$ cat src/rtl/mmio_uart_tx_pkg.sv
// Shared definitions for the memory-mapped UART transmitter: register word
// offsets, STATUS bit positions, TX state encoding and the divisor clamp.
package mmio_uart_tx_pkg;

    // Register word offsets, taken from adr[3:2]
    localparam logic [1:0] OFF_TXDATA  = 2'd0;
    localparam logic [1:0] OFF_STATUS  = 2'd1;
    localparam logic [1:0] OFF_DIVISOR = 2'd2;
    localparam logic [1:0] OFF_RSVD    = 2'd3;

    // STATUS bit positions
    localparam int ST_BIT_BUSY  = 0;
    localparam int ST_BIT_FULL  = 1;
    localparam int ST_BIT_EMPTY = 2;
    localparam int ST_BIT_OVF   = 3;
    localparam int ST_CNT_LSB   = 4;

    typedef enum logic [1:0] {
        TX_IDLE  = 2'd0,
        TX_START = 2'd1,
        TX_DATA  = 2'd2,
        TX_STOP  = 2'd3
    } tx_state_e;

    // A divisor of zero would stall the baud counter, so it behaves as one.
    function automatic logic [15:0] eff_div(input logic [15:0] d);
        return (d == 16'd0) ? 16'd1 : d;
    endfunction

endpackage

$ cat src/rtl/mmio_uart_tx_fifo.sv
// Synchronous FIFO for the TX byte queue. A push while full is accepted only
// when a pop happens in the same cycle. DEPTH must be a power of two, 2..8.
module mmio_uart_tx_fifo #(
    parameter int WIDTH = 8,
    parameter int DEPTH = 4
) (
    input  logic                     clk,
    input  logic                     rst_n,
    input  logic                     push,
    input  logic [WIDTH-1:0]         push_data,
    input  logic                     pop,
    output logic [WIDTH-1:0]         head,
    output logic                     full,
    output logic                     empty,
    output logic [$clog2(DEPTH):0]   count
);

    localparam int AW = $clog2(DEPTH);
    localparam int CW = AW + 1;

    logic [WIDTH-1:0] mem [DEPTH];
    logic [AW-1:0]    wr_ptr;
    logic [AW-1:0]    rd_ptr;
    logic             do_push;
    logic             do_pop;

    assign do_pop  = pop && !empty;
    assign do_push = push && (!full || do_pop);

    assign full  = (count == CW'(DEPTH));
    assign empty = (count == '0);
    assign head  = mem[rd_ptr];

    // Pointer and occupancy tracking; pointers wrap naturally at DEPTH.
    always_ff @(posedge clk or negedge rst_n) begin
        if (!rst_n) begin
            wr_ptr <= '0;
            rd_ptr <= '0;
            count  <= '0;
        end else begin
            if (do_push) wr_ptr <= wr_ptr + 1'b1;
            if (do_pop)  rd_ptr <= rd_ptr + 1'b1;
            case ({do_push, do_pop})
                2'b10:   count <= count + 1'b1;
                2'b01:   count <= count - 1'b1;
                default: ;
            endcase
        end
    end

    // Storage needs no reset: nothing is read until it has been written.
    always_ff @(posedge clk) begin
        if (do_push) mem[wr_ptr] <= push_data;
    end

endmodule

$ cat src/rtl/mmio_uart_tx.sv
// Memory-mapped 8N1 UART transmitter on the CPU data-memory port.
// Decodes a 16-byte window, holds DIVISOR and the sticky overflow flag,
// queues bytes in a small FIFO and serialises them LSB first.
//
//   state    | meaning
//   ---------+-----------------------------------------------------------
//   TX_IDLE  | txd high; pops the FIFO head and latches div when not empty
//   TX_START | start bit (txd=0) for div cycles
//   TX_DATA  | eight data bits, LSB first, div cycles each
//   TX_STOP  | stop bit (txd=1) for div cycles, then back to TX_IDLE
module mmio_uart_tx
    import mmio_uart_tx_pkg::*;
#(
    parameter logic [31:0] BASE_ADDR  = 32'hFFFF_0000,
    parameter logic [15:0] CLK_DIV    = 16'd868,
    parameter int          FIFO_DEPTH = 4
) (
    input  logic        clk,
    input  logic        rst,
    input  logic [31:0] adr,
    input  logic        MemWrite,
    input  logic [31:0] writedata,
    output logic        hit,
    output logic [31:0] rdata,
    output logic        txd,
    output logic        tx_idle
);

    localparam int CW = $clog2(FIFO_DEPTH) + 1;

    logic [1:0]    offset;
    logic          wr_en;
    logic          push_req;
    logic          pop;
    logic          fifo_full;
    logic          fifo_empty;
    logic [CW-1:0] fifo_count;
    logic [3:0]    count4;
    logic [7:0]    fifo_head;
    logic          ovf_q;
    logic [15:0]   divisor_q;
    logic [15:0]   div_eff;
    logic [15:0]   div_q;
    logic [15:0]   baud_q;
    logic [2:0]    bit_q;
    logic [7:0]    shift_q;
    tx_state_e     state_q;
    logic          unused_bits;

    assign offset   = adr[3:2];
    assign hit      = (adr[31:4] == BASE_ADDR[31:4]);
    assign wr_en    = MemWrite && hit;
    assign push_req = wr_en && (offset == OFF_TXDATA);
    assign pop      = (state_q == TX_IDLE) && !fifo_empty;
    assign div_eff  = eff_div(divisor_q);
    assign count4   = 4'(fifo_count);
    assign tx_idle  = fifo_empty && (state_q == TX_IDLE);

    // Byte lanes and address bits that no register uses.
    assign unused_bits = ^{adr[1:0], writedata[31:16]};

    mmio_uart_tx_fifo #(
        .WIDTH (8),
        .DEPTH (FIFO_DEPTH)
    ) u_fifo (
        .clk       (clk),
        .rst_n     (rst),
        .push      (push_req),
        .push_data (writedata[7:0]),
        .pop       (pop),
        .head      (fifo_head),
        .full      (fifo_full),
        .empty     (fifo_empty),
        .count     (fifo_count)
    );

    // Sticky overflow: set when a push is dropped, cleared by STATUS[3]=1.
    always_ff @(posedge clk or negedge rst) begin
        if (!rst) begin
            ovf_q <= 1'b0;
        end else if (push_req && fifo_full && !pop) begin
            ovf_q <= 1'b1;
        end else if (wr_en && (offset == OFF_STATUS) && writedata[ST_BIT_OVF]) begin
            ovf_q <= 1'b0;
        end
    end

    // DIVISOR register; the TX path only samples it at frame start.
    always_ff @(posedge clk or negedge rst) begin
        if (!rst) begin
            divisor_q <= CLK_DIV;
        end else if (wr_en && (offset == OFF_DIVISOR)) begin
            divisor_q <= writedata[15:0];
        end
    end

    // Read mux: combinational from adr, zero outside the window.
    always_comb begin
        rdata = '0;
        if (hit) begin
            case (offset)
                OFF_STATUS: begin
                    rdata[ST_BIT_BUSY]         = (state_q != TX_IDLE);
                    rdata[ST_BIT_FULL]         = fifo_full;
                    rdata[ST_BIT_EMPTY]        = fifo_empty;
                    rdata[ST_BIT_OVF]          = ovf_q;
                    rdata[ST_CNT_LSB +: 4]     = count4;
                end
                OFF_DIVISOR: rdata[15:0] = divisor_q;
                OFF_TXDATA:  rdata = '0;
                OFF_RSVD:    rdata = '0;
            endcase
        end
    end

    // TX FSM; txd is registered and each bit lasts baud_q = div-1 .. 0.
    always_ff @(posedge clk or negedge rst) begin
        if (!rst) begin
            state_q <= TX_IDLE;
            txd     <= 1'b1;
            shift_q <= '0;
            div_q   <= 16'd1;
            baud_q  <= '0;
            bit_q   <= '0;
        end else begin
            case (state_q)
                TX_IDLE: begin
                    if (pop) begin
                        shift_q <= fifo_head;
                        div_q   <= div_eff;
                        baud_q  <= div_eff - 16'd1;
                        bit_q   <= '0;
                        txd     <= 1'b0;
                        state_q <= TX_START;
                    end
                end
                TX_START: begin
                    if (baud_q == '0) begin
                        baud_q  <= div_q - 16'd1;
                        txd     <= shift_q[0];
                        state_q <= TX_DATA;
                    end else begin
                        baud_q <= baud_q - 16'd1;
                    end
                end
                TX_DATA: begin
                    if (baud_q == '0) begin
                        baud_q <= div_q - 16'd1;
                        if (bit_q == 3'd7) begin
                            txd     <= 1'b1;
                            state_q <= TX_STOP;
                        end else begin
                            txd     <= shift_q[1];
                            shift_q <= {1'b0, shift_q[7:1]};
                            bit_q   <= bit_q + 3'd1;
                        end
                    end else begin
                        baud_q <= baud_q - 16'd1;
                    end
                end
                TX_STOP: begin
                    if (baud_q == '0) begin
                        state_q <= TX_IDLE;
                    end else begin
                        baud_q <= baud_q - 16'd1;
                    end
                end
            endcase
        end
    end

endmodule

$ cat config.mk
export PLATFORM = sky130hd
export DESIGN_NAME = mmio_uart_tx
export DESIGN_NICKNAME = d
export VERILOG_FILES = /design/src/rtl/mmio_uart_tx_pkg.sv /design/src/rtl/mmio_uart_tx_fifo.sv /design/src/rtl/mmio_uart_tx.sv
export SDC_FILE = /design/constraint.sdc
export NUM_CORES = 1
export LEC_CHECK = 0
export CORE_AREA = 3 3 118 120
export DETAILED_ROUTE_END_ITERATION = 10
export DIE_AREA = 0 0 121 123
export PLACE_DENSITY = 0.69
export SETUP_SLACK_MARGIN = 0.5
export SYNTH_ARGS = -nofsm -noshare
export SYNTH_HDL_FRONTEND = slang
export SYNTH_SLANG_ARGS = --single-unit
$ cat constraint.sdc
create_clock -name clk -period 5.3 [get_ports clk]
set_clock_uncertainty 0.1 [all_clocks]
set_input_delay 0.53 -clock clk [delete_from_list [all_inputs] [get_ports clk]]
set_output_delay 0.53 -clock clk [all_outputs]
set_load 0.1 [all_outputs]
==> summary.md <==
| Metric | Value |
|---|---|
| Met2 routed WL | 6.53 mm |
| Total via count in the routed design | 4566 |
| Vias/cell | 5.69 |
| Pwr dens | 251 nW/um2 |
| Top post-synthesis cells by count | nand2_1 (79), dfrtp_1 (63), nor2_1 (36) |
| Finished Core Util | 0.524 |
| Core area | 13100 um2 |
| Initial Util | 0.446 |
| Clock Latency Late Sink | 0.36 ns |
| CP Capture Type | output port |
| Setup TNS | 0 ns |
| IO Port Bufs | 67 |
| Hold-fix buffers, CTS | 0 |
| Final HPWL DP | 10.1 mm |
| Post-layout min period | 4.12 ns |
| Yosys warnings | 0 |
| NumNets Final | 704 |
| Fin cells | 803 |
| Synth unique cells | 72 |
| Multi-input logic area | 2850 um2 |
| Placed inst area | 6550 um2 |
| Post-synth EDFFs | 32 |
| Core Rows | 42 |
| HP Class | input pin to async pin |
| Ranking of synthesized cells by area | dfrtp_1 (27%), edfxtp_1 (16%), nand2_1 (5.1%) |
| GR Overflow Total | 0 |
| Total power | 1.72 mW |
| Wire per inst | 17.2 um |
| Placer congestion estimate | 0.887 |
| Avg Cell Area, Syn | 10.2 um2 |
| Max-cap violation count | 0 |
| Resize count post-CTS | 0 |
| Met3 WL | 860 um |
| Drt drc | 0 |
| H-tree depth | 3 |
| Worst setup SP type | input pin |
| Layout cells sized above 1 | 0.124 |
| Mapped Area | 5840 um2 |
| Max Used Layer | met4 |
| I/O Pins | 102 |
| Setup WS pre-CTS | 1.20 ns |
| Count of mapped cells out of synthesis | 570 |
| Drt first-iter violations | 340 |
| Routed Antenna Nets | 0 |
| Placed cells | 787 |
| Register area share after synthesis | 0.466 |
| Worst Path Arrival | 3.49 ns |
| Max IR drop VDD | 0.196 mV |
| First-pass GRT wire length | 22.5 mm |
| CTS Sinks | 102 |
| Outcome | finished clean |
| Crit path max fanout | 8 |
| Post-synth ARST share | 0.686 |
| Critical path class | input pin to output port |
| Count leader, synth | nand2_1 |
| Yosys top cell by area | dfrtp_1 |
| Area Growth Syn to Fin | 17.4% |
| Least-Margin Pin Slew | 1.26 ns |
| Clock root cell | clkbuf_16 |
| LEAKAGE | 2.89 nW |
| Die area | 14900 um2 |
| Final Cell Area | 6860 um2 |
| Post-route clock period utilization | 0.777 |
| Gr usage total | 0.191 |
| Antenna violations before repair | 0 |
| Die Wd | 121 um |
| Achievable Freq | 0.243 GHz |
| Postcts setup bufs | 0 |
| Fillers | 1180 |
| Largest net degree at the start of global routing | 71 |
| DRT met1 WL | 6.15 mm |
| Number of diodes | 0 |
| Rel. slew slack | 0.154 |
| Final Hold Fails | 0 |
| Flip-flop and latch area | 2720 um2 |
| CP Data Required Time | 4.67 ns |
| CTS tree | yes |
| DR pass1 iterations | 7 |
| Worst hold margin | 0.260 ns |
| Top-area cell type share of the netlist area | 0.270 |
| Predominant post-synthesis flop cell | dfrtp_1 |
| Max clock buf depth | 2 |
| Synth Register Bits | 102 |
| Setup ws final | 1.18 ns |
| Max-slew violation count | 0 |
| Die Y | 123 um |
| Final setup vio count | 0 |
| Reg2reg path depth | 8 |
| WL final | 13.8 mm |
| RSZ-0062 raised after global routing | false |
| Worst-path clk slew | 0.08 ns |
| Num CTS Buffers | 9 |
| Vias in the first global route | 4498 |
[metal layers]
metal  global-route usage  vias up
met4               0.0772        0
met3               0.0371       28
met1                0.256     2209
met2                0.308      189
met5                    0        -
li1                     -     2140
[logic make-up (layout without fill, tap and decap cells)]
| kind of cell | after synthesis | after routing | synth area share |
|---|---|---|---|
| AND/OR/NAND/NOR | 205 | 205 | 0.184 |
| AO/OA/AOI/OAI | 108 | 108 | 0.122 |
| flip-flops | 102 | 102 | 0.466 |
| buffers and inverters | 67 | 109 | 0.0559 |
| multiplexers | 39 | 39 | 0.0889 |
| XOR/XNOR | 33 | 33 | 0.0495 |
| adder cells (fa/ha/maj) | 15 | 15 | 0.0334 |
| other | 1 | 16 | 0.000642 |
[sequential cells by signal (all words and copies together) (netlist names)]
| name | cells |
|---|---|
| div_q | 16 |
| u_fifo.rd_ptr | 2 |
| shift_q | 8 |
| u_fifo.mem | 32 |
| u_fifo.count | 3 |
| divisor_q | 16 |
| u_fifo.wr_ptr | 2 |
| baud_q | 16 |
| state_q | 2 |
| bit_q | 3 |
| txd | 1 |
| ovf_q | 1 |
[final timing paths]
kind	endpoint	slack (ns)	startpoint
worst max-delay path	rdata[4]	1.18	adr[5]
worst max register to register	baud_q[9]$_DFFE_PN0P_	2.03	baud_q[0]$_DFFE_PN0P_
worst min-delay path	divisor_q[14]$_DFFE_PN0P_	0.26	rst
max in group asynchronous	baud_q[14]$_DFFE_PN0P_	4.23	rst
worst min register to register	shift_q[4]$_DFFE_PN0P_	0.39	shift_q[4]$_DFFE_PN0P_
min in group clk	shift_q[4]$_DFFE_PN0P_	0.39	shift_q[4]$_DFFE_PN0P_
[critical path, cell delays in order]
cell and delay, ns:
clkdlybuf4s50_1 0.40, nor4_1 0.33, nand4_1 0.14, or4_1 0.71
nor2_1 0.21, clkdlybuf4s50_1 1.16
[cell usage in the layout (no fill, tap or decap), types with 11 or more instances in the layout]
master            n
nand2_1          79
dfrtp_1          63
clkdlybuf4s50_1  56
nor2_1           36
edfxtp_1         32
o21ai_0          29
a21oi_1          21
inv_1            20
mux2_2           18
nor3_1           17
xnor2_1          17
xor2_1           16
conb_1           16
ha_1             14
buf_4            14
mux2i_1          11
[final cells by class]
class | count | area share
Sequential cell | 102 | 0.397
Inverter | 22 | 0.0128
Clock buffer | 9 | 0.0328
Clock inverter | 7 | 0.0120
Tap cell | 176 | 0.0321
Timing Repair Buffer | 71 | 0.0978
Multi-Input combinational cell | 416 | 0.416
[power breakdown]
group	switching, mW	total (mW)	internal (mW)	leakage [nW]
Combinational	0.154	0.220	0.0668	1.53
Clock	0.343	0.683	0.340	0.148
Sequential	0.00305	0.821	0.818	1.21
Total	0.499	1.72	1.23	2.89
(Power assumes the default switching activity.)
==> patch: new RTL, same flow settings <==
The 4 states of `tx_state_e` get a one-hot encoding in 4 bits.
--- a/src/rtl/mmio_uart_tx_pkg.sv
+++ b/src/rtl/mmio_uart_tx_pkg.sv
@@ -15,11 +15,11 @@
     localparam int ST_BIT_OVF   = 3;
     localparam int ST_CNT_LSB   = 4;
 
-    typedef enum logic [1:0] {
-        TX_IDLE  = 2'd0,
-        TX_START = 2'd1,
-        TX_DATA  = 2'd2,
-        TX_STOP  = 2'd3
+    typedef enum logic [3:0] {
+        TX_IDLE  = 4'b0001,
+        TX_START = 4'b0010,
+        TX_DATA  = 4'b0100,
+        TX_STOP  = 4'b1000
     } tx_state_e;
 
     // A divisor of zero would stall the baud counter, so it behaves as one.
Behaviour: same outputs for any inputs over 10 cycles, from zero or initial values and one cycle with rst low; not proved beyond that.
==> patch against the unedited design <==
  * Synthesized area is 2.5% higher
  * Worst setup slack better by 0.11 ns
  * Design area is 1.3% higher
  * Count of clock-buffer cells in the layout stayed put
  * Sequential cell count is 2 higher
  * Critical path depth stayed put
  * Routed wire length is 1.6% higher
  * Register-to-register slack better by 0.08 ns
  * Core utilization is 0.67 points higher
Power is not compared: it rests on default switching activity, and its combinational part moved more than twofold at a synthesized area within 25%.
==> patch: results (changes against the unedited design) <==
stage,metric,value,unit,change
synthesis,syn_inst,579,,was 570
global_routing,grt_pass1_wl,22800,um,was 22500 um
synthesis,synth_mux_area_frac,0.0853,,was 0.0889
worst_setup_path,crit_arrival,3.38,ns,was 3.49 ns
placement,dp.cells,789,,was 787
synthesis,synth_fa_ha_area_frac,0.0263,,was 0.0334
synthesis,ys_top_cells_by_count,"dfrtp_1 (64), nand2_1 (63), nor2_1 (46), edfxtp_1 (32), o21ai_0 (30)",,"was nand2_1 (79), dfrtp_1 (63), nor2_1 (36), edfxtp_1 (32), o21ai_0 (29)"
timing,maxSlewHeadroom,0.340,,was 0.154
routing,num_vias,4571,,was 4566
worst_setup_path,rrSetupSlack,2.11,ns,was 2.03 ns
placement,routabilityCongestion,0.896,,was 0.887
global_routing,first_global_vias,4475,,was 4498
worst_setup_path,worstPathMaxFanout,11,,was 8
synthesis,async_flop_share,0.692,,was 0.686
worst_setup_path,reg2regPathDepth,10,,was 8
routing,firstDrtPassIters,5,,was 7
global_routing,grt_max_degree,73,,was 71
synthesis,synth-compound-area-share,0.107,,was 0.122
placement,dp_hpwl,9960,um,was 10100 um
synthesis,synth-xor-area-share,0.0585,,was 0.0495
synthesis,synth.distinct_cells,77,,was 72
synthesis,yosysSeqAreaShare,0.463,,was 0.466
run_status,status,finished clean,,unchanged
placement,place_ws,1.29,ns,was 1.20 ns
timing,finalCritPeriodShare,0.756,,was 0.777
layout,drive_gt1_frac,0.140,,was 0.124
==> patch: cell types whose count changed in the layout (fill, tap and decap cells not counted), moves of 5 or more <==
cell     unedited run  this run
o22ai_1             3         8
nor2_1             36        46
and3_1             10         1
and2_1              5        12
xnor2_1            17        27
mux2_4              1        10
nand2_1            79        63
mux2_2             18         8
==> patch: final cells by class <==
class | count | area [um2] | area share
multi-input cells | 420 | 2910 | 0.419
flip-flops and latches | 104 | 2770 | 0.399
repair buffers | 69 | 658 | 0.0948
clock buffers | 9 | 225 | 0.0324
well taps | 176 | 220 | 0.0317
clock inverters | 7 | 85.1 | 0.0123
inverters | 20 | 75.1 | 0.0108
==> patch: cells by family (layout without fill, tap and decap cells) <==
family	after synthesis	after routing
AND/OR/NAND/NOR	216	216
flip-flops	104	104
AO/OA/AOI/OAI	101	101
buffers and inverters	70	105
XOR/XNOR	40	40
multiplexers	35	35
adder cells (fa/ha/maj)	12	12
other	1	16
==> patch: worst paths after layout <==
kind | start | to
max in group asynchronous | rst | div_q[8]
worst max-delay path | adr[6] | rdata[3]
worst min register to register | txd | txd
worst max register to register | divisor_q[5] | baud_q[12]
worst min-delay path | rst | state_q[3]
min in group clk | txd | txd
==> patch: layer usage <==
| metal | up-vias | part of all wire | global-route usage | wire length (um) |
|---|---|---|---|---|
| met1 | 2204 | 0.44 | 0.259 | 6230 |
| met2 | 203 | 0.48 | 0.321 | 6690 |
| met4 | 0 | 0.016 | 0.0737 | 222 |
| li1 | 2144 | - | - | - |
| met5 | - | 0 | 0 | 0 |
| met3 | 20 | 0.066 | 0.0343 | 930 |
==> patch: through the flow <==
step	util	power [uW]	hold slack [ns]	instance area, um2
floorplan	-	907	0.134	6040
global placement	0.507	951	0.388	6640
detailed placement	0.507	952	0.390	6640
CTS	0.531	1630	0.344	6950
global route	0.531	1660	0.376	6950
finish	0.531	1610	0.295	6950
==> patch: power breakdown <==
part | total [uW] | switching [uW] | internal (uW)
sequential | 827 | 0.0000101 | 827
clock | 678 | 340 | 338
combinational | 107 | 73.7 | 33.5
==> patch: worst max-delay path: stages <==
cell	delay, ns
clkdlybuf4s50_1	0.41
nor4_2	0.33
nand4_1	0.14
or4_4	0.63
nor2_1	0.18
clkdlybuf4s50_1	1.15
